## src/rtl/dmem_arb_pkg.sv

```systemverilog
// Shared definitions for the data-memory arbiter: bus ownership encoding
// and master index constants used to address the grant vector.
package dmem_arb_pkg;

  typedef enum logic [1:0] {
    OWN_IDLE = 2'd0,
    OWN_M0   = 2'd1,
    OWN_M1   = 2'd2
  } owner_e;

  localparam int unsigned N_MASTERS = 2;
  localparam bit          M0_IDX    = 1'b0;
  localparam bit          M1_IDX    = 1'b1;

endpackage

```

## src/rtl/dmem_arbiter_sat_counter.sv

```systemverilog
// Saturating up-counter with synchronous clear; reports when it sits at MAX.
module sat_counter #(
  parameter int unsigned MAX = 8
) (
  input  logic clk,
  input  logic rst_n,
  input  logic clr,
  input  logic inc,
  output logic at_max
);

  localparam int unsigned W = $clog2(MAX + 1);

  logic [W-1:0] cnt;

  always_ff @(posedge clk or negedge rst_n) begin
    if (!rst_n) begin
      cnt <= '0;
    end else if (clr) begin
      cnt <= '0;
    end else if (inc && !at_max) begin
      cnt <= cnt + 1'b1;
    end
  end

  assign at_max = (cnt == W'(MAX));

endmodule

```

## src/rtl/dmem_arbiter.sv

```systemverilog
// Two-master zero-wait arbiter for a combinational-read data memory:
// m0 (CPU) has priority, m1 gets starvation relief and bounded locked bursts.
module dmem_arbiter
  import dmem_arb_pkg::*;
#(
  parameter int unsigned ADDR_W     = 32,
  parameter int unsigned DATA_W     = 32,
  parameter int unsigned STARVE_MAX = 8,
  parameter int unsigned LOCK_MAX   = 16
) (
  input  logic              clk,
  input  logic              reset,
  input  logic              m0_req,
  input  logic              m0_we,
  input  logic [ADDR_W-1:0] m0_addr,
  input  logic [DATA_W-1:0] m0_wdata,
  output logic              m0_gnt,
  input  logic              m1_req,
  input  logic              m1_lock,
  input  logic              m1_we,
  input  logic [ADDR_W-1:0] m1_addr,
  input  logic [DATA_W-1:0] m1_wdata,
  output logic              m1_gnt,
  output logic [DATA_W-1:0] rdata,
  output logic              rvalid0,
  output logic              rvalid1,
  output logic              mem_we,
  output logic [ADDR_W-1:0] mem_addr,
  output logic [DATA_W-1:0] mem_wdata,
  input  logic [DATA_W-1:0] mem_rdata
);

  owner_e                 owner_q, owner_d;
  logic                   yield_q, yield_d;
  logic                   starve_max, lock_max;
  logic                   force_m1, lock_hold;
  logic [N_MASTERS-1:0]   gnt;
  logic                   rd_gnt;

  // yield_q marks the single m0 slot taken out of a full locked burst, so the
  // burst may resume next cycle even though ownership passed through M0.
  always_comb begin
    gnt       = '0;
    owner_d   = OWN_IDLE;
    force_m1  = m1_req && starve_max;
    lock_hold = m1_req && m1_lock && !lock_max &&
                ((owner_q == OWN_M1) || yield_q);
    if (m0_req && !force_m1 && !lock_hold) begin
      gnt[M0_IDX] = 1'b1;
      owner_d     = OWN_M0;
    end else if (m1_req) begin
      gnt[M1_IDX] = 1'b1;
      owner_d     = OWN_M1;
    end
    yield_d = gnt[M0_IDX] && lock_max && m1_req && m1_lock;
  end

  always_ff @(posedge clk or negedge reset) begin
    if (!reset) begin
      owner_q <= OWN_IDLE;
      yield_q <= 1'b0;
    end else begin
      owner_q <= owner_d;
      yield_q <= yield_d;
    end
  end

  sat_counter #(.MAX(STARVE_MAX)) u_starve_cnt (
    .clk    (clk),
    .rst_n  (reset),
    .clr    (!m1_req || gnt[M1_IDX]),
    .inc    (m1_req && !gnt[M1_IDX]),
    .at_max (starve_max)
  );

  sat_counter #(.MAX(LOCK_MAX)) u_lock_cnt (
    .clk    (clk),
    .rst_n  (reset),
    .clr    (gnt[M0_IDX] || !m1_lock || !m1_req),
    .inc    (gnt[M1_IDX] && m1_lock),
    .at_max (lock_max)
  );

  assign m0_gnt    = gnt[M0_IDX];
  assign m1_gnt    = gnt[M1_IDX];
  assign mem_we    = (gnt[M0_IDX] && m0_we) || (gnt[M1_IDX] && m1_we);
  assign mem_addr  = gnt[M1_IDX] ? m1_addr  : m0_addr;
  assign mem_wdata = gnt[M1_IDX] ? m1_wdata : m0_wdata;
  assign rd_gnt    = (gnt[M0_IDX] && !m0_we) || (gnt[M1_IDX] && !m1_we);

  always_ff @(posedge clk or negedge reset) begin
    if (!reset) begin
      rdata   <= '0;
      rvalid0 <= 1'b0;
      rvalid1 <= 1'b0;
    end else begin
      rvalid0 <= gnt[M0_IDX] && !m0_we;
      rvalid1 <= gnt[M1_IDX] && !m1_we;
      if (rd_gnt) begin
        rdata <= mem_rdata;
      end
    end
  end

endmodule

```

## config.mk

```make
export PLATFORM = sky130hd
export DESIGN_NAME = dmem_arbiter
export DESIGN_NICKNAME = d
export VERILOG_FILES = /design/src/rtl/dmem_arb_pkg.sv /design/src/rtl/dmem_arbiter_sat_counter.sv /design/src/rtl/dmem_arbiter.sv
export SDC_FILE = /design/constraint.sdc
export NUM_CORES = 1
export LEC_CHECK = 0
export BUFFER_PORTS_ARGS = -buffer_cell sky130_fd_sc_hd__buf_2
export CORE_AREA = 5 5 101 103
export DETAILED_ROUTE_END_ITERATION = 10
export DIE_AREA = 0 0 106 108
export GPL_ROUTABILITY_DRIVEN = 0
export GPL_TIMING_DRIVEN = 0
export PLACE_DENSITY_LB_ADDON = 0.12
export SYNTH_ARGS = -nofsm -noshare
export SYNTH_HDL_FRONTEND = slang
export SYNTH_SLANG_ARGS = --single-unit
export TNS_END_PERCENT = 1
```

## constraint.sdc

```tcl
create_clock -name clk -period 4.6 [get_ports clk]
set_clock_uncertainty 0.2 [all_clocks]
set_input_delay 0 -clock clk [delete_from_list [all_inputs] [get_ports clk]]
set_output_delay 0 -clock clk [all_outputs]
set_load 0.05 [all_outputs]
```

* Yosys cells after proc, flatten, opt, wreduce, memory -nomap -nowiden
Cells that the tools add are included.
** Word-level totals
- Output and inout port bits :: 101
- Bits of input ports :: 167
- Logic and storage cells :: 57
- Register bits :: 46
** Operators by class
- Mux-type cells :: 11
- Eq/ne operators :: 3
- $add $sub $neg :: 2
- Reduce and logical (&&, ||, !) cells :: 34
** Operators by type and width (number)
- $mux W32 :: 2
- $logic_and A1 B1 Y1 :: 17
- $mux W5 :: 2
- $logic_not A1 Y1 :: 9
- $mux W4 :: 2
- $logic_or A1 B1 Y1 :: 6
- $add A5 B1 Y5 const B :: 1
- $eq A5 B5 Y1 const B :: 1
- $add A4 B1 Y4 const B :: 1
- $eq A4 B4 Y1 const B :: 1
- $mux W2 :: 2
- $reduce_bool A2 Y1 :: 2
- $mux W1 :: 3
- $eq A2 B2 Y1 const B :: 1

* Longest topological paths before layout
- Depth in word-level cells :: 12
- Gate-level depth with buffers :: 10
- Mapped depth without buffers :: 7

* Cells and area by module
A second synthesis with hierarchy kept.
** Unflattened totals
- Cells, all modules :: 216
- Area total of the unflattened synthesis :: 2856.5 um^2
** Modules (own cells, without submodules)
- dmem_arbiter :: instances 1, cells an instance 165, area an instance 2343.5 um^2
- sat_counter (u_lock_cnt) :: instances 1, cells an instance 27, area an instance 280.3 um^2
- sat_counter (u_starve_cnt) :: instances 1, cells an instance 24, area an instance 232.7 um^2

* Worst setup path after synthesis
No wires, ideal clock.
- Path kind :: register to output
- Start :: register u_lock_cnt.cnt[0]
- End :: output port mem_we
- Buffers on the path :: 1
- Arrival :: 2864 ps
- Slack :: 1536 ps
- Stages on the path, launching flop included :: 8
- Required time :: 4400 ps
- Path through :: dfrtp_1 inv_1 ha_1 nor4bb_1 buf_4 a21oi_4 a31oi_1 o21ai_0
** Between the ends
- Cells in the longest elaborated chain, start to end :: 9
- Elaborated cells on any way between the ends :: 11
** RTL lines
- start, declared :: line dmem_arbiter_sat_counter.sv:14 : logic [W-1:0] cnt;
- start signal, assigned :: line dmem_arbiter_sat_counter.sv:22 : cnt <= cnt + 1'b1;
- $eq A5 B5 Y1 :: line dmem_arbiter_sat_counter.sv:26 : assign at_max = (cnt == W'(MAX));
- $logic_not A1 Y1 :: line dmem_arbiter.sv:46 : lock_hold = m1_req && m1_lock && !lock_max &&
- $logic_and A1 B1 Y1 (2 in series) :: line dmem_arbiter.sv:46
- $logic_not A1 Y1 :: line dmem_arbiter.sv:48 : if (m0_req && !force_m1 && !lock_hold) begin
- $logic_and A1 B1 Y1 :: line dmem_arbiter.sv:48
- $mux W1 :: line dmem_arbiter.sv:48
- via m0_gnt :: line dmem_arbiter.sv:17 : output logic m0_gnt,
- $logic_and A1 B1 Y1 :: line dmem_arbiter.sv:86 : assign mem_we = (gnt[M0_IDX] && m0_we) || (gnt[M1_IDX] && m1_we);
- $logic_or A1 B1 Y1 :: line dmem_arbiter.sv:86
- end, declared :: line dmem_arbiter.sv:27 : output logic mem_we,
The timed path passes the listed nets, and every way through them passes these cells.

* Final worst setup path
- Start :: register u_lock_cnt.cnt[0]
- End :: output port mem_wdata[9]
** Between the ends
- Cells in the longest elaborated chain, start to end :: 8
** RTL lines
- $eq A5 B5 Y1 :: line dmem_arbiter_sat_counter.sv:26
- $logic_not A1 Y1 :: line dmem_arbiter.sv:46
- $logic_and A1 B1 Y1 (2 in series) :: line dmem_arbiter.sv:46
- $logic_not A1 Y1 :: line dmem_arbiter.sv:48
- $logic_and A1 B1 Y1 :: line dmem_arbiter.sv:48
- $mux W1 :: line dmem_arbiter.sv:48
- $mux W32 :: line dmem_arbiter.sv:88 : assign mem_wdata = gnt[M1_IDX] ? m1_wdata : m0_wdata;
- end, declared :: line dmem_arbiter.sv:29 : output logic [DATA_W-1:0] mem_wdata,
No other way between the ends.

==> impl_metrics.json <==
{
  "status": "finished clean",
  "placed_area_mm2": 0.00430,
  "stdcell_area_mm2": 0.00480,
  "grt.overflow.total": 0,
  "tightest_slew_ns": 1.03,
  "fin_crit_sh": 0.680,
  "grt_pass1_vias": 3014,
  "post-route-min-period_ns": 3.13,
  "clock-sinks": 46,
  "cp-end-kind": "output port",
  "hold_class": "in2async",
  "path_max_fanout": 10,
  "dpl_worst_slack_ns": 1.82,
  "final-setup-viol-count": 0,
  "drive_gt1_frac": 0.745,
  "numCtsBuffers": 5,
  "grt_usage": 0.173,
  "maxSlewHeadroom": 0.311,
  "rsz0062_at_grt": "false",
  "area_growth_pct": 70.0,
  "yosysWarnings": 0,
  "die_y_um": 108,
  "fmax_mhz": 320,
  "vias": 2803,
  "async_flop_share": 1.00,
  "grt_start_max_net_pins": 47,
  "maxCapViolCount": 0,
  "core_area_mm2": 0.00911,
  "vias_per_cell": 4.46,
  "whs_ns": 0.217,
  "htree_levels": 2,
  "drtIter0Drc": 96,
  "synth_seq_area_share": 0.407,
  "ant_nets": 0,
  "synthDistinctLibCells": 29,
  "cts-root-buf": "clkbuf_8",
  "finalHoldViolCount": 0,
  "startpoint_type": "flop",
  "ys.flop_type": "dfrtp_1",
  "avgRoutedWirePerCell_um": 16.9,
  "setup_tns_ns": 0,
  "grt_pass1_wl_um": 15600,
  "dieWidth_um": 106,
  "clk_pin_slew_ns": 0.09,
  "nets": 688,
  "num-fill-cells": 840,
  "clock_latency_ns": 0.29,
  "crit_required_ns": 4.40,
  "dp_hpwl_um": 8580,
  "drcViolationCount": 0,
  "cp.arrival_ns": 2.93,
  "rows": 35,
  "clock_path_buffers": 2,
  "cpMostUsedCell": "buf_4",
  "crit_chain": "inv_1 -> ha_1 -> nor4bb_1 -> buf_4 -> a21oi_4 -> a21oi_1 -> nor2b_1 -> buf_4 -> buf_6 -> mux2_2 -> buf_2",
  "diodes": 0,
  "slowest_stage": "dfrtp_1",
  "wl_um": 10700,
  "drv_slew": 0,
  "leakagePower_nw": 2.55,
  "avgSynthCellArea_um2": 14.0,
  "synth-edff-count": 0,
  "critical_path_class": "reg2out",
  "port_buffers": 266,
  "drt-pass1-iter-count": 4,
  "syn-cell-area_mm2": 0.00283,
  "cts_tree": "done",
  "vdd_drop_max_v": 0.000122,
  "powerDensity_mw_per_mm2": 306,
  "postLayoutCoreUtil": 0.527,
  "fin_ws_ns": 1.47,
  "cpPeakStageDelay_ns": 0.41,
  "ys_seq_elements": 46,
  "die-area_mm2": 0.0114,
  "syn-instance-count": 202,
  "io-pin-count": 268,
  "syn_nets": 373,
  "initial_core_util": 0.310,
  "antenna_found_initial": 0
}
## final timing paths
| kind | from | slack, ns | to | cells past startpoint |
|---|---|---|---|---|
| max | u_lock_cnt.cnt[0] | 1.47 | mem_wdata[9] | 11 |
| min | reset | 0.22 | rdata[14] | 2 |
| max reg2reg | u_lock_cnt.cnt[0] | 1.87 | rdata[22] | 10 |
| min reg2reg | u_starve_cnt.cnt[0] | 0.30 | u_starve_cnt.cnt[0] | 1 |
| max in group asynchronous | reset | 3.34 | rdata[28] | 2 |
| min in group clk | m1_wdata[11] | 0.25 | mem_wdata[11] | 3 |
## metrics by stage
step,total power [mW],std cells
2_1_floorplan,1.01,202
3_3_place_gp,1.21,579
5_1_grt,1.54,629
6_report,1.47,629
3_5_place_dp,1.21,579
4_1_cts,1.49,629
## placed cells by master (no fill, tap or decap), drive strengths merged, types with 3 or more instances in the layout
cell type    netlist  layout
nand2              4       4
inv                5       5
ha                 4       4
dfrtp             46      46
nand3              4       4
nor2               9       9
xnor2              3       3
dlygate4sd3        0      42
buf               12     278
mux2              96      96
clkbuf             1       7
xor2               3       3
## state kept, by name, indices dropped and copies added, names as in the netlist
| register | count |
|---|---|
| rvalid1 | 1 |
| u_starve_cnt.cnt | 4 |
| yield_q | 1 |
| rdata | 32 |
| u_lock_cnt.cnt | 5 |
| owner_q | 2 |
| rvalid0 | 1 |
## routing by layer
metal / vias up / part of all wire / global-route usage
met5: - / 0 / 0
met2: 137 / 0.50 / 0.296
met3: 11 / 0.072 / 0.0376
met1: 1312 / 0.40 / 0.219
li1: 1343 / - / -
met4: 0 / 0.021 / 0.0546
## cell type report
type | count | area (um^2) | area share
timing repair buffer | 308 | 1750 | 0.365
clock inverter | 2 | 13.8 | 0.00287
inverter | 5 | 18.8 | 0.00391
tap | 111 | 139 | 0.0289
sequential | 46 | 1150 | 0.240
multi-input combinational | 138 | 1490 | 0.311
clock buffer | 6 | 72.6 | 0.0151
buffer | 13 | 161 | 0.0336
## power breakdown
| group | switching [mW] | internal (mW) | leakage, nW | total, mW |
|---|---|---|---|---|
| Combinational | 0.486 | 0.264 | 1.94 | 0.750 |
| Sequential | 0.0249 | 0.453 | 0.564 | 0.478 |
| Clock | 0.132 | 0.107 | 0.0452 | 0.240 |
| Total | 0.643 | 0.825 | 2.55 | 1.47 |
## worst max-delay path, delay by kind of cell (launching register included)
family / cells / cell delay (ns)
adders and majority gates: 1 / 0.15
and+or+nand+nor: 2 / 0.40
muxes: 1 / 0.27
buffers and inverters: 5 / 0.95
AOI/OAI and AO/OA: 2 / 0.45
DFF: 1 / 0.41
## cells in the mapped netlist, types with 2 or more instances
library cell | instances | area share
nor2_1 | 9 | 0.012
buf_4 | 2 | 0.0053
or2b_2 | 2 | 0.0062
buf_6 | 6 | 0.024
nand3_1 | 4 | 0.0071
dfrtp_1 | 46 | 0.41
nand2_1 | 4 | 0.0053
mux2_4 | 30 | 0.16
mux2_2 | 66 | 0.26
inv_1 | 5 | 0.0066
xnor2_1 | 3 | 0.0093
xor2_1 | 3 | 0.0093
ha_1 | 4 | 0.018
buf_12 | 3 | 0.021
## what timing repair did
| action | 4_1_cts | 5_1_grt |
|---|---|---|
| endpoints found under the hold margin | 91 | 0 |
| hold buffers | 42 | 0 |
| buffers inserted | 0 | 0 |
| gates resized for setup | 0 | 0 |
## cells by family (layout without fill, tap and decap cells)
kind of cell | Yosys count | in the layout | share of synthesized area
muxes | 97 | 97 | 0.426
DFF | 46 | 46 | 0.407
and+or+nand+nor | 24 | 24 | 0.0434
buffers and inverters | 18 | 334 | 0.0638
AOI/OAI and AO/OA | 7 | 7 | 0.0230
xor gates and xnor gates | 6 | 6 | 0.0186
adders and majority gates | 4 | 4 | 0.0177
Note: power is estimated with default switching activity, not from simulation.
